===== config.mk =====
export PLATFORM = sky130hd
export DESIGN_NAME = color_apb_regs_flat
export DESIGN_NICKNAME = d
export VERILOG_FILES = /design/src/rtl/color_apb_pkg.sv /design/src/rtl/color_apb_regs_if.sv /design/src/rtl/color_sample_fifo.sv /design/src/rtl/color_apb_regs.sv /design/src/flat_wrapper.sv
export SDC_FILE = /design/constraint.sdc
export NUM_CORES = 1
export LEC_CHECK = 0
export BUFFER_PORTS_ARGS = -buffer_cell sky130_fd_sc_hd__clkbuf_2
export CORE_MARGIN = 2
export CORE_UTILIZATION = 45
export CTS_CLUSTER_DIAMETER = 100
export CTS_CLUSTER_SIZE = 25
export DETAILED_ROUTE_END_ITERATION = 10
export GPL_ROUTABILITY_DRIVEN = 1
export HOLD_SLACK_MARGIN = 0.06
export PLACE_DENSITY_LB_ADDON = 0.05
export SYNTH_ARGS = -nofsm -noshare
export SYNTH_HDL_FRONTEND = slang
export SYNTH_SLANG_ARGS = --single-unit

===== constraint.sdc =====
create_clock -name clk -period 3.8 [get_ports clk]
set_clock_uncertainty 0.2 [all_clocks]
set_input_delay 0.38 -clock clk [delete_from_list [all_inputs] [get_ports clk]]
set_output_delay 0.38 -clock clk [all_outputs]
set_load 0.01 [all_outputs]

===== src/rtl/color_apb_pkg.sv =====
// Shared definitions for the colour-sensor APB register block: register
// offsets, field positions, the RGB sample type and the address decoder.
package color_apb_pkg;

  localparam logic [3:0] CTRL_OFS   = 4'h0;
  localparam logic [3:0] STATUS_OFS = 4'h4;
  localparam logic [3:0] DATA_OFS   = 4'h8;
  localparam logic [3:0] THRESH_OFS = 4'hC;

  localparam int CTRL_EN_BIT    = 0;
  localparam int CTRL_IRQEN_BIT = 1;
  localparam int CTRL_CLR_BIT   = 2;

  localparam int ST_EMPTY_BIT = 0;
  localparam int ST_FULL_BIT  = 1;
  localparam int ST_CNT_LSB   = 4;
  localparam int ST_OVF_BIT   = 12;

  localparam int THRESH_W = 5;

  typedef struct packed {
    logic [7:0] r;
    logic [7:0] g;
    logic [7:0] b;
  } rgb_t;

  typedef enum logic [2:0] {
    REG_CTRL,
    REG_STATUS,
    REG_DATA,
    REG_THRESH,
    REG_NONE
  } reg_sel_e;

  function automatic reg_sel_e decode_reg(input logic [3:0] ofs, input logic upper_ok);
    reg_sel_e sel;
    if (!upper_ok) begin
      sel = REG_NONE;
    end else begin
      case (ofs)
        CTRL_OFS:   sel = REG_CTRL;
        STATUS_OFS: sel = REG_STATUS;
        DATA_OFS:   sel = REG_DATA;
        THRESH_OFS: sel = REG_THRESH;
        default:    sel = REG_NONE;
      endcase
    end
    return sel;
  endfunction

  function automatic logic [31:0] pack_status(input logic empty, input logic full,
                                              input logic [4:0] count, input logic ovf);
    logic [31:0] w;
    w = 32'h0000_0000;
    w[ST_EMPTY_BIT]            = empty;
    w[ST_FULL_BIT]             = full;
    w[ST_CNT_LSB +: THRESH_W]  = count;
    w[ST_OVF_BIT]              = ovf;
    return w;
  endfunction

endpackage


===== src/rtl/color_apb_regs_if.sv =====
// APB3 bus bundle between the master and the colour-sensor register block.
interface apb_interface #(
  parameter int AW = 32,
  parameter int DW = 32
);
  logic [AW-1:0] paddr;
  logic          psel;
  logic          penable;
  logic          pwrite;
  logic [DW-1:0] pwdata;
  logic [DW-1:0] prdata;
  logic          pready;
  logic          pslverr;

  modport master (
    output paddr, psel, penable, pwrite, pwdata,
    input  prdata, pready, pslverr
  );

  modport slave (
    input  paddr, psel, penable, pwrite, pwdata,
    output prdata, pready, pslverr
  );
endinterface


===== src/rtl/color_sample_fifo.sv =====
// Synchronous RGB sample FIFO. A push into a full FIFO is accepted only when
// a pop retires an entry on the same edge; clear wins over push and pop.
module color_sample_fifo
  import color_apb_pkg::*;
#(
  parameter int DEPTH = 4,
  parameter int CW    = $clog2(DEPTH) + 1
) (
  input  logic          clk,
  input  logic          rst_n,
  input  logic          push_i,
  input  logic          pop_i,
  input  logic          clear_i,
  input  rgb_t          wdata_i,
  output rgb_t          rdata_o,
  output logic          full_o,
  output logic          empty_o,
  output logic [CW-1:0] count_o
);

  localparam int PW = (DEPTH > 1) ? $clog2(DEPTH) : 1;

  rgb_t          mem_q [DEPTH];
  logic [PW-1:0] wptr_q, wptr_d;
  logic [PW-1:0] rptr_q, rptr_d;
  logic [CW-1:0] count_q, count_d;
  logic          do_push_s;
  logic          do_pop_s;

  assign empty_o   = (count_q == CW'(0));
  assign full_o    = (count_q == CW'(DEPTH));
  assign count_o   = count_q;
  assign rdata_o   = mem_q[rptr_q];
  assign do_pop_s  = pop_i & ~empty_o & ~clear_i;
  assign do_push_s = push_i & ~clear_i & (~full_o | do_pop_s);

  // Next pointer and occupancy; pointers wrap naturally at the power-of-two depth.
  always_comb begin
    wptr_d  = wptr_q;
    rptr_d  = rptr_q;
    count_d = count_q;
    if (clear_i) begin
      wptr_d  = PW'(0);
      rptr_d  = PW'(0);
      count_d = CW'(0);
    end else begin
      if (do_push_s) begin
        wptr_d = wptr_q + PW'(1);
      end else begin
        wptr_d = wptr_q;
      end
      if (do_pop_s) begin
        rptr_d = rptr_q + PW'(1);
      end else begin
        rptr_d = rptr_q;
      end
      case ({do_push_s, do_pop_s})
        2'b10:   count_d = count_q + CW'(1);
        2'b01:   count_d = count_q - CW'(1);
        default: count_d = count_q;
      endcase
    end
  end

  // Pointer and count state.
  always_ff @(posedge clk or negedge rst_n) begin
    if (!rst_n) begin
      wptr_q  <= PW'(0);
      rptr_q  <= PW'(0);
      count_q <= CW'(0);
    end else begin
      wptr_q  <= wptr_d;
      rptr_q  <= rptr_d;
      count_q <= count_d;
    end
  end

  // Sample storage; contents are only observable through a valid read pointer.
  always_ff @(posedge clk) begin
    if (do_push_s) begin
      mem_q[wptr_q] <= wdata_i;
    end
  end

endmodule


===== src/rtl/color_apb_regs.sv =====
// APB3 completer for the colour-sensor subsystem: control/status/threshold
// registers, a sample FIFO drained through DATA, and a level interrupt.
module color_apb_regs
  import color_apb_pkg::*;
#(
  parameter int APB_AW      = 32,
  parameter int APB_DW      = 32,
  parameter int FIFO_DEPTH  = 4,
  parameter int WAIT_STATES = 1
) (
  input  logic        clk,
  input  logic        rst_n,
  apb_interface.slave apb,
  input  logic        sample_valid,
  input  logic [23:0] sample_rgb,
  output logic        sensor_en,
  output logic        irq
);

  localparam int         CW      = $clog2(FIFO_DEPTH) + 1;
  localparam logic [2:0] WS_L    = 3'(WAIT_STATES);
  localparam logic [4:0] DEPTH_L = 5'(FIFO_DEPTH);

  logic [2:0]          wcnt_q, wcnt_d;
  logic                en_q, en_d;
  logic                irq_en_q, irq_en_d;
  logic                ovf_q, ovf_d;
  logic                irq_q, irq_d;
  logic [THRESH_W-1:0] thresh_q, thresh_d;

  logic                access_s;
  logic                pready_s;
  logic                pslverr_s;
  logic [31:0]         prdata_s;
  logic                upper_ok_s;
  reg_sel_e            sel_s;
  logic                clear_s;
  logic                pop_s;
  logic                ovf_clr_s;
  logic                push_req_s;
  logic                drop_s;

  logic                fifo_full_s;
  logic                fifo_empty_s;
  logic [CW-1:0]       fifo_count_s;
  logic [4:0]          count5_s;
  rgb_t                fifo_rdata_s;

  assign access_s    = apb.psel & apb.penable;
  assign pready_s    = access_s & (wcnt_q == WS_L);
  assign upper_ok_s  = ~|apb.paddr[APB_AW-1:4];
  assign sel_s       = decode_reg(apb.paddr[3:0], upper_ok_s);
  assign count5_s    = 5'(fifo_count_s);
  assign push_req_s  = sample_valid & en_q;
  assign drop_s      = push_req_s & fifo_full_s & ~pop_s & ~clear_s;

  assign apb.pready  = pready_s;
  assign apb.prdata  = prdata_s;
  assign apb.pslverr = pslverr_s;
  assign sensor_en   = en_q;
  assign irq         = irq_q;

  // Access-phase wait counter; restarts whenever a transfer ends or is dropped.
  always_comb begin
    wcnt_d = wcnt_q;
    if (!apb.psel || pready_s) begin
      wcnt_d = 3'd0;
    end else if (access_s && (wcnt_q < WS_L)) begin
      wcnt_d = wcnt_q + 3'd1;
    end else begin
      wcnt_d = wcnt_q;
    end
  end

  // Register decode: read mux, error response and write side effects at completion.
  always_comb begin
    prdata_s  = 32'h0000_0000;
    pslverr_s = 1'b0;
    en_d      = en_q;
    irq_en_d  = irq_en_q;
    thresh_d  = thresh_q;
    clear_s   = 1'b0;
    pop_s     = 1'b0;
    ovf_clr_s = 1'b0;
    if (pready_s) begin
      case (sel_s)
        REG_CTRL: begin
          if (apb.pwrite) begin
            en_d     = apb.pwdata[CTRL_EN_BIT];
            irq_en_d = apb.pwdata[CTRL_IRQEN_BIT];
            clear_s  = apb.pwdata[CTRL_CLR_BIT];
          end else begin
            prdata_s[CTRL_EN_BIT]    = en_q;
            prdata_s[CTRL_IRQEN_BIT] = irq_en_q;
          end
        end
        REG_STATUS: begin
          if (apb.pwrite) begin
            ovf_clr_s = apb.pwdata[ST_OVF_BIT];
          end else begin
            prdata_s = pack_status(fifo_empty_s, fifo_full_s, count5_s, ovf_q);
          end
        end
        REG_DATA: begin
          if (apb.pwrite || fifo_empty_s) begin
            pslverr_s = 1'b1;
          end else begin
            prdata_s = {8'h00, fifo_rdata_s};
            pop_s    = 1'b1;
          end
        end
        REG_THRESH: begin
          if (apb.pwrite) begin
            if (apb.pwdata[THRESH_W-1:0] > DEPTH_L) begin
              thresh_d = DEPTH_L;
            end else begin
              thresh_d = apb.pwdata[THRESH_W-1:0];
            end
          end else begin
            prdata_s[THRESH_W-1:0] = thresh_q;
          end
        end
        default: begin
          pslverr_s = 1'b1;
        end
      endcase
    end else begin
      prdata_s  = 32'h0000_0000;
      pslverr_s = 1'b0;
    end
  end

  // Sticky overflow; a fresh drop on the clearing edge keeps it set.
  always_comb begin
    ovf_d = ovf_q;
    if (drop_s) begin
      ovf_d = 1'b1;
    end else if (ovf_clr_s) begin
      ovf_d = 1'b0;
    end else begin
      ovf_d = ovf_q;
    end
  end

  // Interrupt level is computed from the current registered state.
  always_comb begin
    irq_d = irq_en_q & ((((count5_s >= thresh_q) & (thresh_q != 5'd0))) | ovf_q);
  end

  // Control and status state.
  always_ff @(posedge clk or negedge rst_n) begin
    if (!rst_n) begin
      wcnt_q   <= 3'd0;
      en_q     <= 1'b0;
      irq_en_q <= 1'b0;
      ovf_q    <= 1'b0;
      irq_q    <= 1'b0;
      thresh_q <= 5'd1;
    end else begin
      wcnt_q   <= wcnt_d;
      en_q     <= en_d;
      irq_en_q <= irq_en_d;
      ovf_q    <= ovf_d;
      irq_q    <= irq_d;
      thresh_q <= thresh_d;
    end
  end

  color_sample_fifo #(
    .DEPTH (FIFO_DEPTH),
    .CW    (CW)
  ) u_fifo (
    .clk     (clk),
    .rst_n   (rst_n),
    .push_i  (push_req_s),
    .pop_i   (pop_s),
    .clear_i (clear_s),
    .wdata_i (rgb_t'(sample_rgb)),
    .rdata_o (fifo_rdata_s),
    .full_o  (fifo_full_s),
    .empty_o (fifo_empty_s),
    .count_o (fifo_count_s)
  );

endmodule


===== src/flat_wrapper.sv =====
// flat-port wrapper written by rule: the top's interface ports become plain ports
module color_apb_regs_flat import color_apb_pkg::*;
#(
  parameter int APB_AW      = 32,
  parameter int APB_DW      = 32,
  parameter int FIFO_DEPTH  = 4,
  parameter int WAIT_STATES = 1
)
  (clk, rst_n, sample_valid, sample_rgb, sensor_en, irq, apb_paddr, apb_psel, apb_penable, apb_pwrite, apb_pwdata, apb_prdata, apb_pready, apb_pslverr);
  apb_interface #(.AW((32)), .DW((32))) apb_i ();
  input  logic clk;
  input  logic rst_n;
  input  logic sample_valid;
  input  logic [23:0] sample_rgb;
  output logic sensor_en;
  output logic irq;
  input wire logic [$bits(apb_i.paddr)-1:0] apb_paddr;
  input wire logic [$bits(apb_i.psel)-1:0] apb_psel;
  input wire logic [$bits(apb_i.penable)-1:0] apb_penable;
  input wire logic [$bits(apb_i.pwrite)-1:0] apb_pwrite;
  input wire logic [$bits(apb_i.pwdata)-1:0] apb_pwdata;
  output wire logic [$bits(apb_i.prdata)-1:0] apb_prdata;
  output wire logic [$bits(apb_i.pready)-1:0] apb_pready;
  output wire logic [$bits(apb_i.pslverr)-1:0] apb_pslverr;
  assign apb_i.paddr = apb_paddr;
  assign apb_i.psel = apb_psel;
  assign apb_i.penable = apb_penable;
  assign apb_i.pwrite = apb_pwrite;
  assign apb_i.pwdata = apb_pwdata;
  assign apb_prdata = apb_i.prdata;
  assign apb_pready = apb_i.pready;
  assign apb_pslverr = apb_i.pslverr;
  color_apb_regs #(.APB_AW(APB_AW), .APB_DW(APB_DW), .FIFO_DEPTH(FIFO_DEPTH), .WAIT_STATES(WAIT_STATES)) u_core (.clk(clk), .rst_n(rst_n), .apb(apb_i), .sample_valid(sample_valid), .sample_rgb(sample_rgb), .sensor_en(sensor_en), .irq(irq));
endmodule

[After elaboration in Yosys (flattened, before gate mapping)]
Memory sizes are Yosys's and may differ from the RTL's.
Cells that the tools add are included.
Storage, ports and cells
  flip-flop bits (word level): 19
  RAM bits: 96
  output and inout bits: 36
  logic and storage cells: 98
  memories: 1
Operators by class
  add/subtract/negate cells: 5
  magnitude comparators: 3
  eq/ne operators: 10
  mux-type cells: 35
  bitwise logic cells: 18
  reduce and logical (&&, ||, !) cells: 17
Memory list
  u_core.u_fifo.mem_q: depth 4, width 24, read ports 1, clocked after Yosys merged registers in 0, write ports 1, RTL line color_sample_fifo.sv:23  | rgb_t mem_q [DEPTH];
Operators by type and width (count)
  $mux 24: 2
  $pmux 19 s2: 1
  $reduce_or 28->1: 1
  $mux 1: 15
  $mux 13: 1
  $and 1x1->1: 12
  $mux 3: 4
  $pmux 3 s4: 1
  $mux 2: 5
  $mux 5: 2
  $pmux 3 s3: 1
  $eq 4x4->1 const B: 2
  $pmux 2 s4: 1
  $reduce_bool 2->1: 4
  $add 3x1->3 const B: 2
  $eq 3x1->1 const B: 2
  $eq 3x2->1 const B: 2
  $logic_not 3->1: 2
  $pmux 3 s2: 1
  $reduce_and 3->1: 2
  $ge 3x5->1: 1
  $gt 5x3->1 const B: 1
  $reduce_bool 5->1: 1
  $add 2x1->2 const B: 2
  15 further kinds: 20

[Logic depth before layout (Yosys ltp)]
Gate-level depths: netlist (run 1).
  depth after elaboration: 13
  gate-level depth with buffers: 14

[Cells and area by module]
Synthesis (run 1) repeated with hierarchy kept, for this count alone.
Unflattened totals
  cell total of the unflattened synthesis: 331
  area, all modules: 5104.9 µm²
By module, submodules not included
  color_sample_fifo: instances 1, cells an instance 190, area an instance 4016.4 µm², sequential area each 3057.9 µm²
  color_apb_regs: instances 1, cells an instance 141, area an instance 1088.5 µm², sequential area each 301.5 µm²

[Worst setup path before layout (run 1)]
OpenSTA, ideal clock, no wires.
  path type: input -> register
  start: in apb_paddr[1]
  end: reg u_core.u_fifo.count_q[2] (netlist: u_core.u_fifo.count_o[2])
  library setup time: 0.120 ns
  data arrival time: 2.584 ns
  required time: 3.480 ns
  setup slack: 0.896 ns
  stages on the path: 12
  cells stage by stage: or2_2 > clkbuf_1 > nor4_1 > and4_1 > o2111a_1 > inv_1 > ha_1 > fa_1 > xnor2_1 > nor2_1 > xnor2_1 > nor2_1
On the way
  word-level cells in the longest chain between the ends: 13
  elaborated cells on any way between the ends: 23
RTL lines
  start: declaration: RTL line flat_wrapper.sv:17  | input wire logic [$bits(apb_i.paddr)-1:0] apb_paddr;
  $eq 4x4->1, or another cell as far along: RTL line color_apb_pkg.sv:40  | case (ofs)
  $pmux 3 s4 (*): RTL line color_apb_pkg.sv:40
  $mux 3 (*): RTL line color_apb_pkg.sv:37  | if (!upper_ok) begin
  $eq 3x2->1 / $logic_not 3->1 (equally long branches): RTL line color_apb_regs.sv:86  | case (sel_s)
  $mux 1: RTL line color_apb_regs.sv:86
  $mux 1: RTL line color_apb_regs.sv:85  | if (pready_s) begin
  $and 1x1->1 / $not 1->1 (equally long branches): RTL line color_sample_fifo.sv:34, color_sample_fifo.sv:35
  $and 1x1->1: RTL line color_sample_fifo.sv:34  | assign do_pop_s = pop_i & ~empty_o & ~clear_i;
  $or 1x1->1: RTL line color_sample_fifo.sv:35  | assign do_push_s = push_i & ~clear_i & (~full_o | do_pop_s);
  $and 1x1->1: RTL line color_sample_fifo.sv:35
  $eq 2x1->1 / $eq 2x2->1 (equally long branches): RTL line color_sample_fifo.sv:57  | case ({do_push_s, do_pop_s})
  $pmux 3 s2: RTL line color_sample_fifo.sv:57
  $mux 3: RTL line color_sample_fifo.sv:42  | if (clear_i) begin
  end signal: assignment: RTL line color_sample_fifo.sv:74  | count_q <= count_d;
  end: declaration: RTL line color_sample_fifo.sv:26  | logic [CW-1:0] count_q, count_d;
Mark *: on every way between the ends. The rest lies on a longest branch, timed or not.
A chain may end at the register's enable or synchronous reset.

[Final worst setup path (run 1)]
  start: reg u_core.wcnt_q[1]
  end: out apb_prdata[4]
On the way
  word-level cells in the longest chain between the ends: 3
RTL lines
  start: declaration: RTL line color_apb_regs.sv:24  | logic [2:0] wcnt_q, wcnt_d;
  start signal: assignment: RTL line color_apb_regs.sv:160  | wcnt_q <= wcnt_d;
  $eq 3x1->1: RTL line color_apb_regs.sv:50  | assign pready_s = access_s & (wcnt_q == WS_L);
  $and 1x1->1: RTL line color_apb_regs.sv:50
  $mux 24: RTL line color_apb_regs.sv:85
  end: declaration: RTL line flat_wrapper.sv:22  | output wire logic [$bits(apb_i.prdata)-1:0] apb_prdata;
Every way passes these cells.

==> metrics, run 1 <==
WHS Endpoint=u_core.thresh_q[2]$_DFFE_PN0P_; die height=111 um; H-tree Lvls=4; vias=about 3,200; post-CTS setup buffer count=0; wire per inst=approximately 17 um; largest net degree at the start of global routing=25; worst-path fanout max=8; Fin. Hold Viols=0; vias in the first global route=approximately 3,300; Synth Flop Type=edfxtp_1; leading area contributor after synthesis=edfxtp_1; CTS root buf=clkbuf_16; critical path depth=7; worst-skew pair later-pin latency=400 ps; worst min-delay path category=input pin to flip-flop; crit path max-delay cell type=nor4_4; Yosys cell types=between 40 and 50; CP Capture Type=output port; Leak Pwr=2.57 nW; unrepaired setup endpoints after global routing=false; CP peak stage delay=around 530 ps; Layout Nets=563; grt ovf=0; mapped cell area=around 5100 um^2; CP Class=flip-flop to output port; Final setup violation count=0; Seq/Total Area, Yosys=0.657; IO Count=130; DRT Pass-1 Iters=5; fin crit share=0.820; Total Wirelength=between 10,000 and 15,000 um; row count=38; Filler Cells Inserted=~860; commonest non-fill, non-tap cell in the layout=edfxtp_1; Design Power=between 2 and 3 mW; Worst EP required=approximately 3200 ps; Iter 0 DRT Violations=around 170; Yosys reg bits=around 120; min Tclk post-route=approximately 3100 ps; hold path startpoint=apb_pwdata[3]; dpl cells=roughly 550; ys async rst share=0.165; Worst VDD drop=between 0.0004 and 0.0005 V; Finished Cell Area=roughly 6600 um^2; TNS Setup=0 ps; clock sink count=around 120; Min-Delay Path Depth=3; core area=11,000 um^2; Max-slew headroom=0.510; flop-to-flop setup slack=730 ps; number of remaining DRC errors=0; drt via density=5.18; Die ar.=roughly 12,000 um^2; fraction of layout cells with a size suffix above 1=0.334; post-synthesis cell count=320; syn_area_per_cell=16.0 um^2; Post-synth EDFFs=96; Ys Warns=0; top-area cell type share of the netlist area=0.564; Crit path buffers/inverters=2; Starting Density=0.465; worst reg2reg endpoint=u_core.u_fifo.count_o[2]$_DFFE_PN0P_; Max Buffers Root-to-Sink=2; CP Cell Sequence=inv_1 -> ha_1 -> nand4b_1 -> nor4_4 -> o21ai_1 -> nor4_1 -> clkbuf_2; outcome=finished clean; TritonCTS clock tree=done; final non-filler cell total=around 600; most frequent cells in the layout=edfxtp_1 (96), clkbuf_2 (95), dlygate4sd3_1 (30); Placer Congestion=between 0.8 and 0.9; first-pass GRT wire length=~17,000 um; Worst-Margin Slew=~740 ps; cell count of the worst reg-to-reg path=14; synth top area cells=edfxtp_1 (56%), mux4_2 (11%), dfrtp_1 (8.8%); CP delay by family, top=simple AND/OR/NAND/NOR gates; max cap viols=0; Antenna Nets Post-Route=0; Peak Freq=0.321 GHz; final number of max-transition violations=0; placed cell area=5770 um^2; Final HPWL DP=roughly 7000 um; CTS buffer count=17; initial antenna violation count=0; Startpoint Class=flip-flop; Inserted Diodes=0; total global-route track usage=0.180; Hold WS=82.9 ps; cell area power density=around 440 nW/um^2; Worst R2R Start=u_core.wcnt_q[1]$_DFFE_PN0P_; port bufs=between 90 and 100; Die Width=roughly 110 um; clk slew on worst S/H paths=50 ps; area grow syn2layout=29.2%; Worst EP arrival=around 2500 ps
-- state kept, by name, summed over array words and instances (netlist names) --
signal,count
u_core.sensor_en,1
u_core.u_fifo.mem_q,96
u_core.ovf_q,1
u_core.irq,1
u_core.u_fifo.wptr_q,2
u_core.thresh_q,5
u_core.u_fifo.rptr_q,2
u_core.wcnt_q,3
u_core.irq_en_q,1
u_core.u_fifo.count_o,3
-- synthesized netlist by cell type, drive strengths merged, types with 4 or more instances --
library cell and count:
a21oi 7, nand3 4, and2 23, inv 9
dfrtp 18, mux4 24, nor4 13, nand4 7
nor2 19, clkbuf 7, a22oi 4, buf 14
ha 10, mux2i 5, nor3 7, nand2 11
edfxtp 96
-- worst reg2reg max path, stage by stage (launching register included) --
cell,delay [ps]
dfrtp_1,390
inv_1,70
ha_1,210
nand4b_1,230
inv_1,130
and3_1,180
nand3_1,170
o2111a_1,310
inv_1,60
ha_1,210
fa_1,380
xnor2_1,130
nor2_1,110
xnor2_1,130
nor2_1,50
-- how the worst max path moves through the flow --
stage / start / to / slack (ps)
final: u_core.wcnt_q[1]$_DFFE_PN0P_ / apb_prdata[4] / 680
after global routing: u_core.wcnt_q[1]$_DFFE_PN0P_ / apb_prdata[4] / 390
after CTS: u_core.wcnt_q[1]$_DFFE_PN0P_ / apb_prdata[4] / 620
after detailed placement: apb_paddr[1] / u_core.u_fifo.count_o[2]$_DFFE_PN0P_ / 620
after global placement: apb_paddr[1] / u_core.u_fifo.count_o[2]$_DFFE_PN0P_ / 670
after floorplan: apb_paddr[1] / u_core.u_fifo.count_o[2]$_DFFE_PN0P_ / 900
-- stage by stage --
step / worst slack [ps] / utilization
2_1_floorplan: 896 / -
3_3_place_gp: 671 / 0.526
3_5_place_dp: 619 / 0.526
4_1_cts: 616 / 0.601
5_1_grt: 389 / 0.601
6_report: 684 / 0.601
-- final cells by class --
| class | instances | area [um^2] | share of cell area |
|---|---|---|---|
| Inverter | 9 | 33.8 | 0.00511 |
| Multi-Input combinational cell | 182 | 1630 | 0.247 |
| Clock inverter | 10 | 91.3 | 0.0138 |
| Sequential cell | 115 | 3360 | 0.509 |
| Timing Repair Buffer | 133 | 873 | 0.132 |
| Tap cell | 140 | 175 | 0.0265 |
| Clock buffer | 21 | 440 | 0.0667 |
-- logic make-up after synthesis --
kind of cell | count (synthesis) | synth area share
AO/OA/AOI/OAI | 25 | 0.0345
XOR/XNOR | 6 | 0.0103
adder cells (fa/ha/maj) | 11 | 0.0284
buffers and inverters | 30 | 0.0289
flip-flops | 115 | 0.657
multiplexers | 31 | 0.120
other | 1 | 0.000734
AND/OR/NAND/NOR | 101 | 0.120
-- report_power, final --
group	switching, mW	leakage, nW	internal (mW)	total, mW
registers	0.00245	1.11	1.37	1.37
logic	0.0505	1.20	0.0548	0.105
clock network	0.491	0.257	0.939	1.43
total	0.543	2.57	2.37	2.91
-- metal layers --
layer  GRT usage  wire, um  up-vias
met5           0         0        -
met3      0.0626       549       11
met1       0.225      4650     1541
li1            -         -     1510
met4      0.0658       125        0
met2       0.290      5110      100
-- repair_timing --
| item | 4_1_cts | 5_1_grt |
|---|---|---|
| endpoints found under the hold margin | 122 | 0 |
| hold buffers | 30 | 0 |
| gates resized for setup | 0 | 0 |
No activity file was read; power rests on OpenSTA's default activity.
==> inputs of run 2 (changes only) <==
clock period = 2.5 ns   (was 3.8 ns; I/O delays follow)
==> run 2 against run 1 <==
The flow now finishes with violations (setup timing). Clock power up 53%. Utilization rose by 5.3 points. Non-clock buffer count is 54 higher. Global-route usage up 1.8 points. Flip-flop and latch count stayed put. Register-to-register slack got worse by 830 ps. Final area up 8.9%. Critical endpoint is now u_core.u_fifo.count_o[2]$_DFFE_PN0P_. Largest cell class unchanged.
==> metrics, run 2 (synthesis results as in run 1) <==
fin crit share=1.04; number of remaining DRC errors=0 (unchanged); dpl cells=583 (+6.2%); Largest register FFs=96 (unchanged); Layout Utilization=0.655 (+0.0533); multi-input logic area=1730 um^2 (+6.0%); area grow syn2layout=40.7%; Antenna Nets Post-Route=0 (unchanged); final number of max-transition violations=0 (unchanged); cell count of the worst reg-to-reg path=13 (-1); min Tclk post-route=approximately 2600 ps; die height=111 um (unchanged); FF+latch area=3360 um^2 (about the same); Iter 0 DRT Violations=272 (+57%); Worst R2R Start=u_core.wcnt_q[1]$_DFFE_PN0P_; DRT Pass-1 Iters=5 (unchanged); Placer Congestion=0.860 (+6.3%); most frequent cells in the layout=edfxtp_1 (96), clkbuf_2 (87), buf_4 (47); Worst-Margin Slew=573 ps (-163 ps); CTS buffer count=17 (unchanged); row count=38 (unchanged); flop-to-flop setup slack=-100 ps (-830 ps); Leak Pwr=2.89 nW (+13%); clock sink count=115 (unchanged); CTS root buf=clkbuf_16; Startpoint Class=flip-flop; failing checks=setup timing; CP Class=flip-flop to flip-flop; wire per inst=17.3 um (+1.2%); Total Wirelength=11,500 um (+11%); worst-path fanout max=3 (-5); TritonCTS clock tree=done; Fin. Hold Viols=0 (unchanged); TNS Setup=-108 ps (-108 ps); hold path startpoint=apb_penable; first-pass GRT wire length=18,700 um (+11%); Min-Delay Path Depth=4 (+1); Layout Nets=617 (+9.6%); registers with the most flip-flops=u_core.u_fifo.mem_q x96, u_core.thresh_q x5; unrepaired setup endpoints after global routing=true; crit path max-delay cell type=dfrtp_1; fraction of layout cells with a size suffix above 1=0.450 (+0.115); initial antenna violation count=1 (+1); Die Width=111 um (unchanged); Worst VDD drop=0.000498 V (+14%); vias=3,415 (+8.0%); port bufs=95 (unchanged); commonest non-fill, non-tap cell in the layout=edfxtp_1; Design Power=4.48 mW (+54%); Worst EP required=2580 ps (-640 ps); vias in the first global route=3,744 (+13%); CP Cell Sequence=inv_2 -> ha_4 -> nand4b_1 -> inv_2 -> and4_4 -> o2111a_1 -> inv_1 -> ha_2 -> fa_2 -> xnor2_1 -> nor2_1 -> xnor2_1 -> nor2_1; CP Capture Type=flip-flop; Max-slew headroom=0.618 (+0.108); CP peak stage delay=390 ps (-140 ps); worst min-delay path category=input pin to flip-flop; IO Count=130 (unchanged); Hold WS=118 ps (+35.5 ps); Final setup violation count=2 (+2); outcome=finished with violations; Setup WS post-layout=-95.9 ps (-780 ps); Die ar.=12,200 um^2 (unchanged); total global-route track usage=0.197 (+0.0178); final non-filler cell total=666 (+9.2%); grt ovf=0 (unchanged); cell area power density=623 nW/um^2 (+41%); Final HPWL DP=7390 um (+6.8%); Filler Cells Inserted=837 (-2.4%); Starting Density=0.465 (unchanged); worst reg2reg endpoint=u_core.u_fifo.count_o[2]$_DFFE_PN0P_; max cap viols=0 (unchanged); Worst EP arrival=2670 ps (+130 ps); Most flops, register=u_core.u_fifo.mem_q; Peak Freq=0.385 GHz; WHS Endpoint=u_core.wcnt_q[1]$_DFFE_PN0P_; core area=11,000 um^2 (unchanged); clk slew on worst S/H paths=50 ps (about the same); largest net degree at the start of global routing=25 (unchanged); drt via density=5.13 (-1.1%); Max Buffers Root-to-Sink=2 (unchanged); H-tree Lvls=4 (unchanged); worst-skew pair later-pin latency=400 ps (about the same)
==> run 2: changes by cell type in the layout (fill, tap and decap cells not counted), moves of 4 or more <==
cell | previous run | this run
and2_4 | 0 | 4
buf_2 | 0 | 8
clkbuf_2 | 95 | 87
buf_4 | 5 | 47
clkinv_2 | 1 | 5
and2_1 | 23 | 19
clkinv_1 | 7 | 0
buf_6 | 0 | 5
==> run 2: cell type report <==
type / instances / share of cell area
Antenna cell: 1 / 0.000348
Timing Repair Buffer: 187 / 0.187
Clock inverter: 6 / 0.00766
Tap cell: 140 / 0.0244
Multi-Input combinational cell: 182 / 0.240
Sequential cell: 115 / 0.468
Clock buffer: 26 / 0.0682
Inverter: 9 / 0.00470
==> run 2: critical path, delay by kind of cell (launching register included) <==
family	cells	cell delay [ps]
xor+xnor	2	250
fa+ha+maj	3	650
buf+inv	3	250
simple gates	4	530
flops	1	390
compound gates	1	210
==> run 2: worst max-delay path by stage <==
stage | cells after the start | to | slack (ps) | from
after global placement | 12 | u_core.u_fifo.count_o[2]$_DFFE_PN0P_ | -210 | apb_paddr[13]
after floorplan | 13 | u_core.u_fifo.count_o[2]$_DFFE_PN0P_ | -220 | u_core.wcnt_q[1]$_DFFE_PN0P_
after CTS | 13 | u_core.u_fifo.count_o[2]$_DFFE_PN0P_ | -50 | u_core.wcnt_q[1]$_DFFE_PN0P_
after global routing | 13 | u_core.u_fifo.count_o[2]$_DFFE_PN0P_ | -200 | u_core.wcnt_q[1]$_DFFE_PN0P_
after detailed placement | 12 | u_core.u_fifo.count_o[2]$_DFFE_PN0P_ | -270 | apb_paddr[1]
final | 13 | u_core.u_fifo.count_o[2]$_DFFE_PN0P_ | -100 | u_core.wcnt_q[1]$_DFFE_PN0P_
==> run 2: layer usage <==
| layer | routed length (um) | vias up | share of wire | global-route usage |
|---|---|---|---|---|
| li1 | - | 1613 | - | - |
| met1 | 4950 | 1700 | 0.43 | 0.243 |
| met2 | 6010 | 92 | 0.52 | 0.333 |
| met3 | 425 | 10 | 0.037 | 0.0565 |
| met4 | 145 | 0 | 0.013 | 0.0725 |
| met5 | 0 | - | 0 | 0 |
==> run 2: repair_timing <==
action                                  CTS  global route
endpoints found under the hold margin   126             0
pin swaps                                 6            10
buffers inserted                          8             9
endpoints found under the setup margin   26            34
resized for setup                        10            27
hold buffers                             33             0
==> run 2: through the flow <==
stage | area (um^2) | setup WS, ps
after CTS | 7040 | -45.6
after global placement | 6070 | -213
after global routing | 7190 | -201
after floorplan | 5150 | -223
final | 7190 | -95.9
after detailed placement | 6070 | -265
==> run 2: power breakdown <==
group	total (mW)	leakage, nW	switching (mW)	internal, mW
clock network	2.19	0.271	0.754	1.44
logic	0.198	1.51	0.0901	0.108
registers	2.09	1.11	0.00296	2.08
==> inputs of run 3 (changes only) <==
==> constraint.sdc (replaced) <==
create_clock -name clk -period 2.5 [get_ports clk]
set_clock_uncertainty 0.2 [all_clocks]
set_input_delay 0.375 -clock clk [delete_from_list [all_inputs] [get_ports clk]]
set_output_delay 0.375 -clock clk [all_outputs]
set_load 0.01 [all_outputs]
==> run 3 against run 2 <==
Register-to-register slack got worse by 70 ps. Clock power rose by 9.1%. Global-route usage is 0.41 points lower. First-iteration DRC count shrank 54%. Critical path type is now flip-flop to output port. The flow still finishes with violations (setup timing). Worst hold slack got worse by 29 ps. Critical path depth down 4. Total power grew 4.5%. Flip-flop and latch count unchanged. Final area increased by 3.1%.
==> metrics, run 3 (synthesis results as in run 1) <==
commonest non-fill, non-tap cell in the layout=edfxtp_1; FF+latch area=3360 um^2 (about the same); Total Wirelength=11,600 um (+0.17%); Antenna Nets Post-Route=0 (unchanged); grt ovf=0 (unchanged); clock sink count=115 (unchanged); total global-route track usage=0.193 (-0.00414); most frequent cells in the layout=edfxtp_1 (96), clkbuf_2 (86), buf_4 (58); worst reg2reg endpoint=u_core.u_fifo.count_o[2]$_DFFE_PN0P_; clk slew on worst S/H paths=60 ps (about the same); IO Count=130 (unchanged); Die Width=111 um (unchanged); Largest register FFs=96 (unchanged); Worst VDD drop=0.000658 V (+32%); Startpoint Class=flip-flop; WHS Endpoint=u_core.thresh_q[1]$_DFFE_PN0P_; Fin. Hold Viols=0 (unchanged); Iter 0 DRT Violations=124 (-54%); final number of max-transition violations=0 (unchanged); Max Buffers Root-to-Sink=2 (unchanged); number of remaining DRC errors=0 (unchanged); port bufs=95 (unchanged); Die ar.=12,200 um^2 (unchanged); Worst EP required=1920 ps (-660 ps); hold path startpoint=apb_pwdata[4]; Filler Cells Inserted=777 (-7.2%); Final setup violation count=25 (+23); CP Capture Type=output port; worst min-delay path category=input pin to flip-flop; initial antenna violation count=0 (-1); Layout Nets=625 (+1.3%); cell count of the worst reg-to-reg path=14 (+1); failing checks=setup timing; Worst EP arrival=2090 ps (-580 ps); outcome=finished with violations; multi-input logic area=1800 um^2 (+4.0%); largest net degree at the start of global routing=21 (-16%); fin crit share=1.07 (+0.0297); Worst-Margin Slew=517 ps (-55.4 ps); row count=38 (unchanged); DRT Pass-1 Iters=4 (-1); flop-to-flop setup slack=-170 ps (-70 ps); Max-slew headroom=0.655 (+0.0369); unrepaired setup endpoints after global routing=true; CP Class=flip-flop to output port; core area=11,000 um^2 (unchanged); die height=111 um (unchanged); CTS root buf=clkbuf_16; worst-skew pair later-pin latency=400 ps (about the same); Final HPWL DP=7550 um (+2.2%); vias=3,407 (-0.23%); TritonCTS clock tree=done; Finished Cell Area=7410 um^2 (+3.1%); vias in the first global route=3,638 (-2.8%); CTS buffer count=17 (unchanged); Setup WS post-layout=-170 ps (-74.1 ps); worst-path fanout max=20 (+17); wire per inst=17.2 um (-0.72%); H-tree Lvls=4 (unchanged); cell area power density=632 nW/um^2 (+1.4%); Worst R2R Start=u_core.wcnt_q[1]$_DFFE_PN0P_; placed cell area=6190 um^2 (+2.0%); Most flops, register=u_core.u_fifo.mem_q; Starting Density=0.465 (unchanged); min Tclk post-route=2670 ps (+74.1 ps); area grow syn2layout=45.1%; Placer Congestion=0.852 (-0.94%); registers with the most flip-flops=u_core.u_fifo.mem_q x96, u_core.thresh_q x5; Leak Pwr=2.98 nW (+3.1%); Inserted Diodes=0 (-1); TNS Setup=-2610 ps (-2510 ps); Min-Delay Path Depth=4 (unchanged); first-pass GRT wire length=18,300 um (-2.1%); max cap viols=0 (unchanged); fraction of layout cells with a size suffix above 1=0.487 (+0.0373); drt via density=5.07 (-1.1%); Peak Freq=0.375 GHz (-2.8%)
run 3: changes by cell type in the layout (fill, tap and decap cells not counted), sizes merged:
cell and delta:
dlygate4sd3 -5, bufinv +2, buf +12, diode -1, inv +3, clkbuf -7
clkinvlp +2
run 3: worst max path at each step:
| stage | start | endpoint | slack [ps] | depth (start not counted) |
|---|---|---|---|---|
| after floorplan | u_core.wcnt_q[1]$_DFFE_PN0P_ | u_core.u_fifo.count_o[2]$_DFFE_PN0P_ | -240 | 13 |
| after global placement | apb_paddr[27] | u_core.u_fifo.count_o[2]$_DFFE_PN0P_ | -410 | 13 |
| after detailed placement | apb_paddr[27] | u_core.u_fifo.count_o[2]$_DFFE_PN0P_ | -390 | 13 |
| after CTS | u_core.wcnt_q[1]$_DFFE_PN0P_ | u_core.u_fifo.count_o[2]$_DFFE_PN0P_ | -200 | 14 |
| after global routing | u_core.wcnt_q[1]$_DFFE_PN0P_ | u_core.u_fifo.count_o[2]$_DFFE_PN0P_ | -300 | 14 |
| final | u_core.wcnt_q[1]$_DFFE_PN0P_ | apb_prdata[23] | -170 | 9 |
run 3: where the power goes:
part	leakage (nW)	switching [mW]	total (mW)	internal, mW
combinational	1.59	0.0956	0.206	0.110
clock	0.282	0.834	2.39	1.56
sequential	1.11	0.00277	2.09	2.08
total	2.98	0.933	4.68	3.75
run 3: worst max-delay path: stages, from the launching register on:
cell	delay, ps
dfrtp_1	390
inv_2	80
ha_4	120
nand4b_1	120
buf_4	170
inv_4	60
and4_4	240
buf_8	180
and2_1	180
clkbuf_2	140
run 3: layout make-up:
class | count | share of cell area
clock buffers | 18 | 0.0579
clock inverters | 13 | 0.0213
inverters | 9 | 0.00489
multi-input cells | 182 | 0.242
flip-flops and latches | 115 | 0.453
well taps | 140 | 0.0236
repair buffers | 195 | 0.197
run 3: stage by stage:
stage          setup WS (ps)  utilization  hold WS (ps)  instances  power [mW]
2_1_floorplan           -241            -          -121        327        2.18
3_3_place_gp            -410        0.564           167        599        2.27
3_5_place_dp            -392        0.564           172        599        2.28
4_1_cts                 -196        0.661          93.1        668        4.72
5_1_grt                 -303        0.675           107        672        4.84
6_report                -170        0.675          89.4        672        4.68
run 3: routing by layer:
layer  vias up  track usage  part of all wire
li1       1631            -                 -
met5         -            0                 0
met4         0       0.0592             0.012
met1      1657        0.240              0.44
met3        15       0.0598             0.050
met2       104        0.326              0.50
run 3: timing repair:
action                                  in CTS  in global routing
hold endpoints to repair                   118                  0
buffers inserted                            10                  2
endpoints found under the setup margin      26                 72
pin swaps                                   12                  2
resized for setup                           28                 26
gates cloned                                 0                  3
hold buffers                                28                  0
